File: src/rtl/ct_vfdsu_mlane_iter_if.sv
// Issue / writeback bundle of the multi-lane VFDSU divide/sqrt iteration engine.
// master = ex1/ex4 side driving operands and ack, slave = the engine.
interface ct_vfdsu_mlane_iter_if #(
   parameter int WIDTH = 53,
   parameter int LANES = 2
);
   localparam int QW = WIDTH + 2;

   logic                   in_vld;
   logic                   in_rdy;
   logic                   in_sqrt;
   logic [LANES-1:0]       in_lane_en;
   logic [LANES-1:0]       in_odd;
   logic [LANES*WIDTH-1:0] in_src_a;
   logic [LANES*WIDTH-1:0] in_src_b;
   logic                   out_vld;
   logic                   out_ack;
   logic [LANES*QW-1:0]    out_quo;
   logic [LANES-1:0]       out_sticky;
   logic                   busy;

   modport master (
      output in_vld, in_sqrt, in_lane_en, in_odd, in_src_a, in_src_b, out_ack,
      input  in_rdy, out_vld, out_quo, out_sticky, busy
   );

   modport slave (
      input  in_vld, in_sqrt, in_lane_en, in_odd, in_src_a, in_src_b, out_ack,
      output in_rdy, out_vld, out_quo, out_sticky, busy
   );
endinterface

File: src/rtl/ct_vfdsu_mlane_iter.sv
// Lock-step radix-2 restoring divide / square-root iteration over LANES mantissa lanes.
// Define CT_VFDSU_EARLY_TERM_EN to leave ITER as soon as every active lane's remainder is exhausted.
module ct_vfdsu_mlane_iter #(
   parameter int WIDTH = 53,
   parameter int LANES = 2
) (
   input logic                  forever_cpuclk,
   input logic                  cpurst_b,
   input logic                  rtu_yy_xx_flush,
   ct_vfdsu_mlane_iter_if.slave io
);
   localparam int QW = WIDTH + 2;
   localparam int RW = QW + 3;
   localparam int CW = $clog2(QW);
   localparam logic [CW-1:0] LAST = CW'(QW - 1);

   typedef enum logic [1:0] {S_IDLE, S_ITER, S_DONE} state_t;

   // opnd holds the divisor for divide, or the not-yet-consumed radicand bits for sqrt
   typedef struct packed {
      logic [RW-1:0] rem;
      logic [QW-1:0] opnd;
      logic [QW-1:0] quo;
   } lane_t;

   function automatic lane_t lane_step(input logic sqrt, input lane_t cur);
      lane_t           nxt;
      logic [RW-1:0]   sh;
      logic [RW-1:0]   trial;
      logic [WIDTH+1:0] dvd;
      logic [WIDTH+1:0] dvs;
      logic [WIDTH+1:0] diff;
      logic            ge;
      nxt = cur;
      if (sqrt) begin
         sh       = {cur.rem[RW-3:0], cur.opnd[QW-1 -: 2]};
         trial    = {1'b0, cur.quo, 2'b01};
         ge       = sh >= trial;
         nxt.rem  = ge ? sh - trial : sh;
         nxt.opnd = {cur.opnd[QW-3:0], 2'b00};
      end else begin
         dvd     = cur.rem[WIDTH+1:0];
         dvs     = {2'b00, cur.opnd[WIDTH-1:0]};
         ge      = dvd >= dvs;
         diff    = ge ? dvd - dvs : dvd;
         nxt.rem = {2'b00, diff, 1'b0};
      end
      nxt.quo = {cur.quo[QW-2:0], ge};
      return nxt;
   endfunction

   state_t           state;
   state_t           state_nxt;
   logic [CW-1:0]    cnt;
   logic             sqrt_q;
   logic [LANES-1:0] en_q;
   logic [LANES-1:0] sticky_q;
   logic [LANES-1:0] nz;
   lane_t            lane_q    [LANES];
   lane_t            lane_nxt  [LANES];
   lane_t            lane_load [LANES];
   logic             accept;
   logic             iter_en;
   logic             last;
   logic             term;

   assign accept  = (state == S_IDLE) && io.in_vld && !rtu_yy_xx_flush;
   assign iter_en = (state == S_ITER) && !rtu_yy_xx_flush;
   assign last    = (cnt == LAST);

   // NOTE: every variable driven here gets a default first, so no path can infer a latch.
   always_comb begin
      nz = '0;
      for (int i = 0; i < LANES; i++) begin
         lane_nxt[i]  = lane_step(sqrt_q, lane_q[i]);
         // sqrt remainder only counts as exhausted once the radicand bits are gone too
         nz[i]        = en_q[i] & ((|lane_nxt[i].rem) | (sqrt_q & (|lane_nxt[i].opnd)));
         lane_load[i] = '0;
         if (io.in_lane_en[i]) begin
            if (io.in_sqrt) begin
               lane_load[i].opnd = io.in_odd[i] ? {io.in_src_a[i*WIDTH +: WIDTH], 2'b00}
                                                : {1'b0, io.in_src_a[i*WIDTH +: WIDTH], 1'b0};
            end else begin
               lane_load[i].rem  = RW'(io.in_src_a[i*WIDTH +: WIDTH]);
               lane_load[i].opnd = QW'(io.in_src_b[i*WIDTH +: WIDTH]);
            end
         end
      end
   end

`ifdef CT_VFDSU_EARLY_TERM_EN
   assign term = ~|nz;
`else
   assign term = 1'b0;
`endif

   always_comb begin
      state_nxt = state;
      case (state)
         S_IDLE:  if (accept) state_nxt = S_ITER;
         S_ITER:  if (rtu_yy_xx_flush) state_nxt = S_IDLE;
                  else if (last || term) state_nxt = S_DONE;
         S_DONE:  if (rtu_yy_xx_flush || io.out_ack) state_nxt = S_IDLE;
         default: state_nxt = S_IDLE;
      endcase
   end

   // NOTE: sequential state uses non-blocking assignments so every flop samples pre-edge values.
   always_ff @(posedge forever_cpuclk or negedge cpurst_b) begin
      if (!cpurst_b) state <= S_IDLE;
      else           state <= state_nxt;
   end

   // NOTE: the lane registers are reset as well, because out_quo and out_sticky read them directly.
   always_ff @(posedge forever_cpuclk or negedge cpurst_b) begin
      if (!cpurst_b) begin
         cnt      <= '0;
         sqrt_q   <= 1'b0;
         en_q     <= '0;
         sticky_q <= '0;
         for (int i = 0; i < LANES; i++) lane_q[i] <= '0;
      end else if (accept) begin
         cnt      <= '0;
         sqrt_q   <= io.in_sqrt;
         en_q     <= io.in_lane_en;
         sticky_q <= '0;
         for (int i = 0; i < LANES; i++) lane_q[i] <= lane_load[i];
      end else if (iter_en) begin
         cnt      <= cnt + 1'b1;
         sticky_q <= nz;
         for (int i = 0; i < LANES; i++) begin
            if (en_q[i]) begin
               lane_q[i] <= lane_nxt[i];
`ifdef CT_VFDSU_EARLY_TERM_EN
               if (term) lane_q[i].quo <= lane_nxt[i].quo << (LAST - cnt);
`endif
            end
         end
      end
   end

   assign io.in_rdy     = (state == S_IDLE);
   assign io.busy       = (state != S_IDLE);
   assign io.out_vld    = (state == S_DONE);
   assign io.out_sticky = sticky_q;

   always_comb begin
      io.out_quo = '0;
      for (int i = 0; i < LANES; i++) io.out_quo[i*QW +: QW] = lane_q[i].quo;
   end
endmodule
File: src/flat_wrapper.sv
// flat-port wrapper written by rule: the top's interface ports become plain ports
module ct_vfdsu_mlane_iter_flat 
#(
   parameter int WIDTH = 53,
   parameter int LANES = 2
)
  (forever_cpuclk, cpurst_b, rtu_yy_xx_flush, io_in_vld, io_in_sqrt, io_in_lane_en, io_in_odd, io_in_src_a, io_in_src_b, io_out_ack, io_in_rdy, io_out_vld, io_out_quo, io_out_sticky, io_busy);
  ct_vfdsu_mlane_iter_if #(.WIDTH(WIDTH), .LANES(LANES)) io_i ();
  input logic forever_cpuclk;
  input logic cpurst_b;
  input logic rtu_yy_xx_flush;
  input wire logic [$bits(io_i.in_vld)-1:0] io_in_vld;
  input wire logic [$bits(io_i.in_sqrt)-1:0] io_in_sqrt;
  input wire logic [$bits(io_i.in_lane_en)-1:0] io_in_lane_en;
  input wire logic [$bits(io_i.in_odd)-1:0] io_in_odd;
  input wire logic [$bits(io_i.in_src_a)-1:0] io_in_src_a;
  input wire logic [$bits(io_i.in_src_b)-1:0] io_in_src_b;
  input wire logic [$bits(io_i.out_ack)-1:0] io_out_ack;
  output wire logic [$bits(io_i.in_rdy)-1:0] io_in_rdy;
  output wire logic [$bits(io_i.out_vld)-1:0] io_out_vld;
  output wire logic [$bits(io_i.out_quo)-1:0] io_out_quo;
  output wire logic [$bits(io_i.out_sticky)-1:0] io_out_sticky;
  output wire logic [$bits(io_i.busy)-1:0] io_busy;
  assign io_i.in_vld = io_in_vld;
  assign io_i.in_sqrt = io_in_sqrt;
  assign io_i.in_lane_en = io_in_lane_en;
  assign io_i.in_odd = io_in_odd;
  assign io_i.in_src_a = io_in_src_a;
  assign io_i.in_src_b = io_in_src_b;
  assign io_i.out_ack = io_out_ack;
  assign io_in_rdy = io_i.in_rdy;
  assign io_out_vld = io_i.out_vld;
  assign io_out_quo = io_i.out_quo;
  assign io_out_sticky = io_i.out_sticky;
  assign io_busy = io_i.busy;
  ct_vfdsu_mlane_iter #(.WIDTH(WIDTH), .LANES(LANES)) u_core (.forever_cpuclk(forever_cpuclk), .cpurst_b(cpurst_b), .rtu_yy_xx_flush(rtu_yy_xx_flush), .io(io_i));
endmodule
File: config.mk
export PLATFORM = sky130hd
export DESIGN_NAME = ct_vfdsu_mlane_iter_flat
export DESIGN_NICKNAME = d
export VERILOG_FILES = /design/src/rtl/ct_vfdsu_mlane_iter_if.sv /design/src/rtl/ct_vfdsu_mlane_iter.sv /design/src/flat_wrapper.sv
export SDC_FILE = /design/constraint.sdc
export NUM_CORES = 2
export LEC_CHECK = 0
export CORE_ASPECT_RATIO = 1.5
export CORE_MARGIN = 10
export CORE_UTILIZATION = 55
export DETAILED_ROUTE_END_ITERATION = 16
export PLACE_DENSITY = 0.81
export SYNTH_ARGS = -nofsm -noshare
export SYNTH_HDL_FRONTEND = slang
export SYNTH_SLANG_ARGS = --single-unit
File: constraint.sdc
create_clock -name forever_cpuclk -period 7.7 [get_ports forever_cpuclk]
set_input_delay 0.77 -clock forever_cpuclk [delete_from_list [all_inputs] [get_ports forever_cpuclk]]
set_output_delay 0.77 -clock forever_cpuclk [all_outputs]
set_load 0.005 [all_outputs]
==> impl_results.md <==
* Crit-path max cell delay at 1.15 ns
* Synthesized area at 36600 um2
* Post-synthesis register bit count at 345
* Via count of the first global-routing pass at 40600
* Synth Warn # at 0
* Post-DR wirelength/cell at 31.1 um
* Failing checks: max-capacitance violations
* CTS sink count at 345
* Maximum number of pins on one net before global-route repair at 184
* Startpoint class of the critical path: register
* Number of different library cells in the post-synthesis netlist at 96
* Worst Reg2Reg Path Length in Cells at 17
* Worst path most repeated cell: a21oi_1
* Pre-antenna DRT Iters at 7
* Fraction of layout cells with a size suffix above 1 at 5.53%
* Cell at the root of the clock tree: clkbuf_16
* Total global-route track usage at 45.8%
* Number of synthesized flops with an enable pin at 0
* Proportion of synthesized chip area in sequential cells at 23.6%
* Number of standard cells after synthesis at 5011
* Final global-route overflow total at 0
* Finish-stage setup viols at 0
* Slew margin rel. at 2.26%
* Max Clock Freq at 167 MHz
* Mean area per synthesized cell at 7.31 um2
* Slew at the pin closest to its max-slew limit at 1.43 ns
* Core region area at 65800 um2
* Source of the worst register-to-register timing path: u_core.lane_q[110]
* Run status: finished, violations left
* Routed Antenna Nets at 0
* Overall die height at 336 um
* Net count after synthesis at 5457
* Clock skew at 0.0420 ns
* Slowest cell on the critical path: a21oi_1
* Worst setup path category: reg2reg
* Wire length of the first global-routing pass at 264 mm
* End-of-flow core utilization at 62.0%
* Per-cell via count in the routed design at 6.99
* Post-DP HPWL at 137 mm
* Required time at the worst-slack endpoint at 8.25 ns
* Number of maximum-capacitance violations at 1
* Final slew viol count at 0
* Top-Level Pins at 337
* Total detailed-routing wirelength at 183 mm
* Starting DRC count in detailed routing at 4921
* Pwr/cell area at 419 nW/um2
* CTS tree: built
* Final TNS setup at 0 ns
* CTS-repair resized insts at 0
* Number of buffers added to fix hold violations after cts at 0
* Tightest Hold Check Type: in2async
* Worst-path clk slew at 0.08 ns
* Arr. time, crit path at 6.54 ns
* Die width at 231 um
* Peak VDD IR at 0.248 mV
* Inserted Clock Buffers at 40
* RSZ-0062 raised after global routing: no
* Static power due to leakage at 16.8 nW
* Final cycle utilization of the critical path at 77.8%
* Highest net fanout along the worst path at 5
* Final weighted congestion of routability-driven global placement at 1.11
* R2R Setup Slk at 1.71 ns
* Min Clock Period, post-route at 5.99 ns
* Cell-by-cell trace of the critical path: inv_1, ha_1, inv_1, fa_1, a21oi_1, o211ai_1, nand3_1, and2_1, o211ai_1, a21oi_1, o21ai_0, xnor2_1, o21ai_0, a21oi_1, a21boi_0, nand4_1, o31a_1
* Count of final hold-check violations at 0
* Die area at 77500 um2
* Starting Density at 55.7%
* Kind of end point of the critical path: register
* Top Family by Delay on Critical Path: compound AO/OA/AOI/OAI gates
* Vias post-DR at 41200
* Reg-to-Reg End: u_core.io.out_sticky[1]
* # H-tree levels at 2
* Antenna violations before repair at 9
* Area growth from synthesis to layout at 11.3%
* Number of I/O port buffers at 336
* Row Count at 115
* Main synth FF type: dfrtp_1
* Maximum clock insertion buffer count at 3
* Most common cell after layout, fill and taps aside: nor2_1
* Total power at 0.0171 W
* Number of setup buffers added after CTS at 0
* Ys async rst share at 100%
* Final #Nets at 5430
* DRC violation count after routing at 0
* Commonest cells after routing, fill and taps aside: nor2_1, a21oi_1, nand2_1
* Later-pin clock latency in the skew report at 0.67 ns
* Critical path buffers and inverters at 2
==> Yosys cell counts (21+ instances only) <==
library cell	number	area (um2)
a211oi_1	63	473
a21o_1	92	691
a21oi_1	594	2970
a221oi_1	108	946
a31oi_1	53	332
and3_1	37	231
buf_1	44	165
buf_2	39	195
buf_4	114	856
clkbuf_1	244	916
dfrtp_1	345	8630
ha_1	222	2780
inv_1	275	1030
mux2_2	109	1230
mux2i_1	138	1380
nand2_1	425	1600
nand2b_1	32	200
nand3_1	193	966
nand4_1	85	532
nor2_1	602	2260
nor2b_1	27	169
nor3_1	78	390
nor4_1	56	350
o211ai_1	55	413
o21a_1	28	210
o21ai_0	401	2010
o21bai_1	38	285
o31ai_1	23	173
or3_1	21	131
xnor2_1	107	937
xor2_1	96	841
==> power by group <==
| part | internal (W) | switching (W) | leakage, nW | total, W |
|---|---|---|---|---|
| clock network | 0.00121 | 0.000937 | 0.674 | 0.00214 |
| logic | 0.00392 | 0.00771 | 11.9 | 0.0116 |
| registers | 0.00219 | 0.00112 | 4.24 | 0.00331 |
| total | 0.00732 | 0.00976 | 16.8 | 0.0171 |
==> worst reg2reg max path, cell delays in order, from the launching register on <==
cell and delay (ns):
dfrtp_1 0.40, inv_1 0.17, ha_1 0.20, inv_1 0.05, fa_1 0.41, a21oi_1 0.28, o211ai_1 0.22, nand3_1 0.23
and2_1 0.33, o211ai_1 0.24, a21oi_1 0.36, o21ai_0 0.17, xnor2_1 0.76, o21ai_0 0.23, a21oi_1 1.15, a21boi_0 0.26
nand4_1 0.16, o31a_1 0.28
==> per-layer routing <==
metal  share of wire, %  vias up  track usage, %  wire length, um
li1                   -    18000               -                -
met1                 29    19200            41.3            54000
met2                 48     2865            78.2            87900
met3                8.3     1206            11.3            15200
met4                 14       12            53.0            26200
met5              0.076        -           0.509              139
==> area by class of cell <==
class | instances | area [um2]
Clock inverter | 20 | 255
Multi-Input combinational cell | 3945 | 24900
Timing Repair Buffer | 375 | 3700
Clock buffer | 51 | 1120
Tap cell | 877 | 1100
Sequential cell | 345 | 8640
Inverter | 277 | 1040
Antenna cell | 6 | 15.0
Fill cell | 6042 | 25000
==> how the worst max path moves through the flow <==
stage,startpoint,endpoint,slack [ns],cells past startpoint
2_1_floorplan,u_core.lane_q[286],u_core.io.out_sticky[0],3.62,16
3_3_place_gp,u_core.lane_q[286],u_core.io.out_sticky[0],2.20,16
3_5_place_dp,u_core.lane_q[286],u_core.io.out_sticky[0],2.18,16
4_1_cts,u_core.lane_q[286],u_core.io.out_sticky[0],2.16,16
5_1_grt,u_core.io.out_quo[55],u_core.io.out_sticky[1],1.70,17
6_report,u_core.lane_q[110],u_core.io.out_sticky[1],1.71,17
==> cells by family (layout without fill, tap and decap cells) <==
group | after synthesis | count (layout) | synth area share (%)
compound gates | 1633 | 1633 | 27.6
xor+xnor | 203 | 203 | 4.85
fa+ha+maj | 224 | 224 | 7.69
buf+inv | 721 | 723 | 8.72
flops | 345 | 345 | 23.6
mux | 247 | 247 | 7.12
other cells | 0 | 6 | 0
simple gates | 1638 | 1638 | 20.4
==> metrics by stage <==
stage               instance area [um2]  cells  hold slack (ns)  worst slack (ns)
floorplan                         36600   5011            0.460              3.62
global placement                  39400   5819            0.504              2.20
detailed placement                39400   5819            0.512              2.18
CTS                               40700   5890            0.229              2.16
global route                      40700   5891            0.224              1.70
finish                            40700   5896            0.162              1.71
==> registers in the layout (all words and copies together) (netlist names) <==
| signal | flops |
|---|---|
| u_core.state | 2 |
| u_core.lane_q | 222 |
| u_core.io.out_sticky | 2 |
| u_core.sqrt_q | 1 |
| u_core.io.out_quo | 110 |
| u_core.cnt | 6 |
| u_core.en_q | 2 |
No activity file was read; power rests on OpenSTA's default activity.
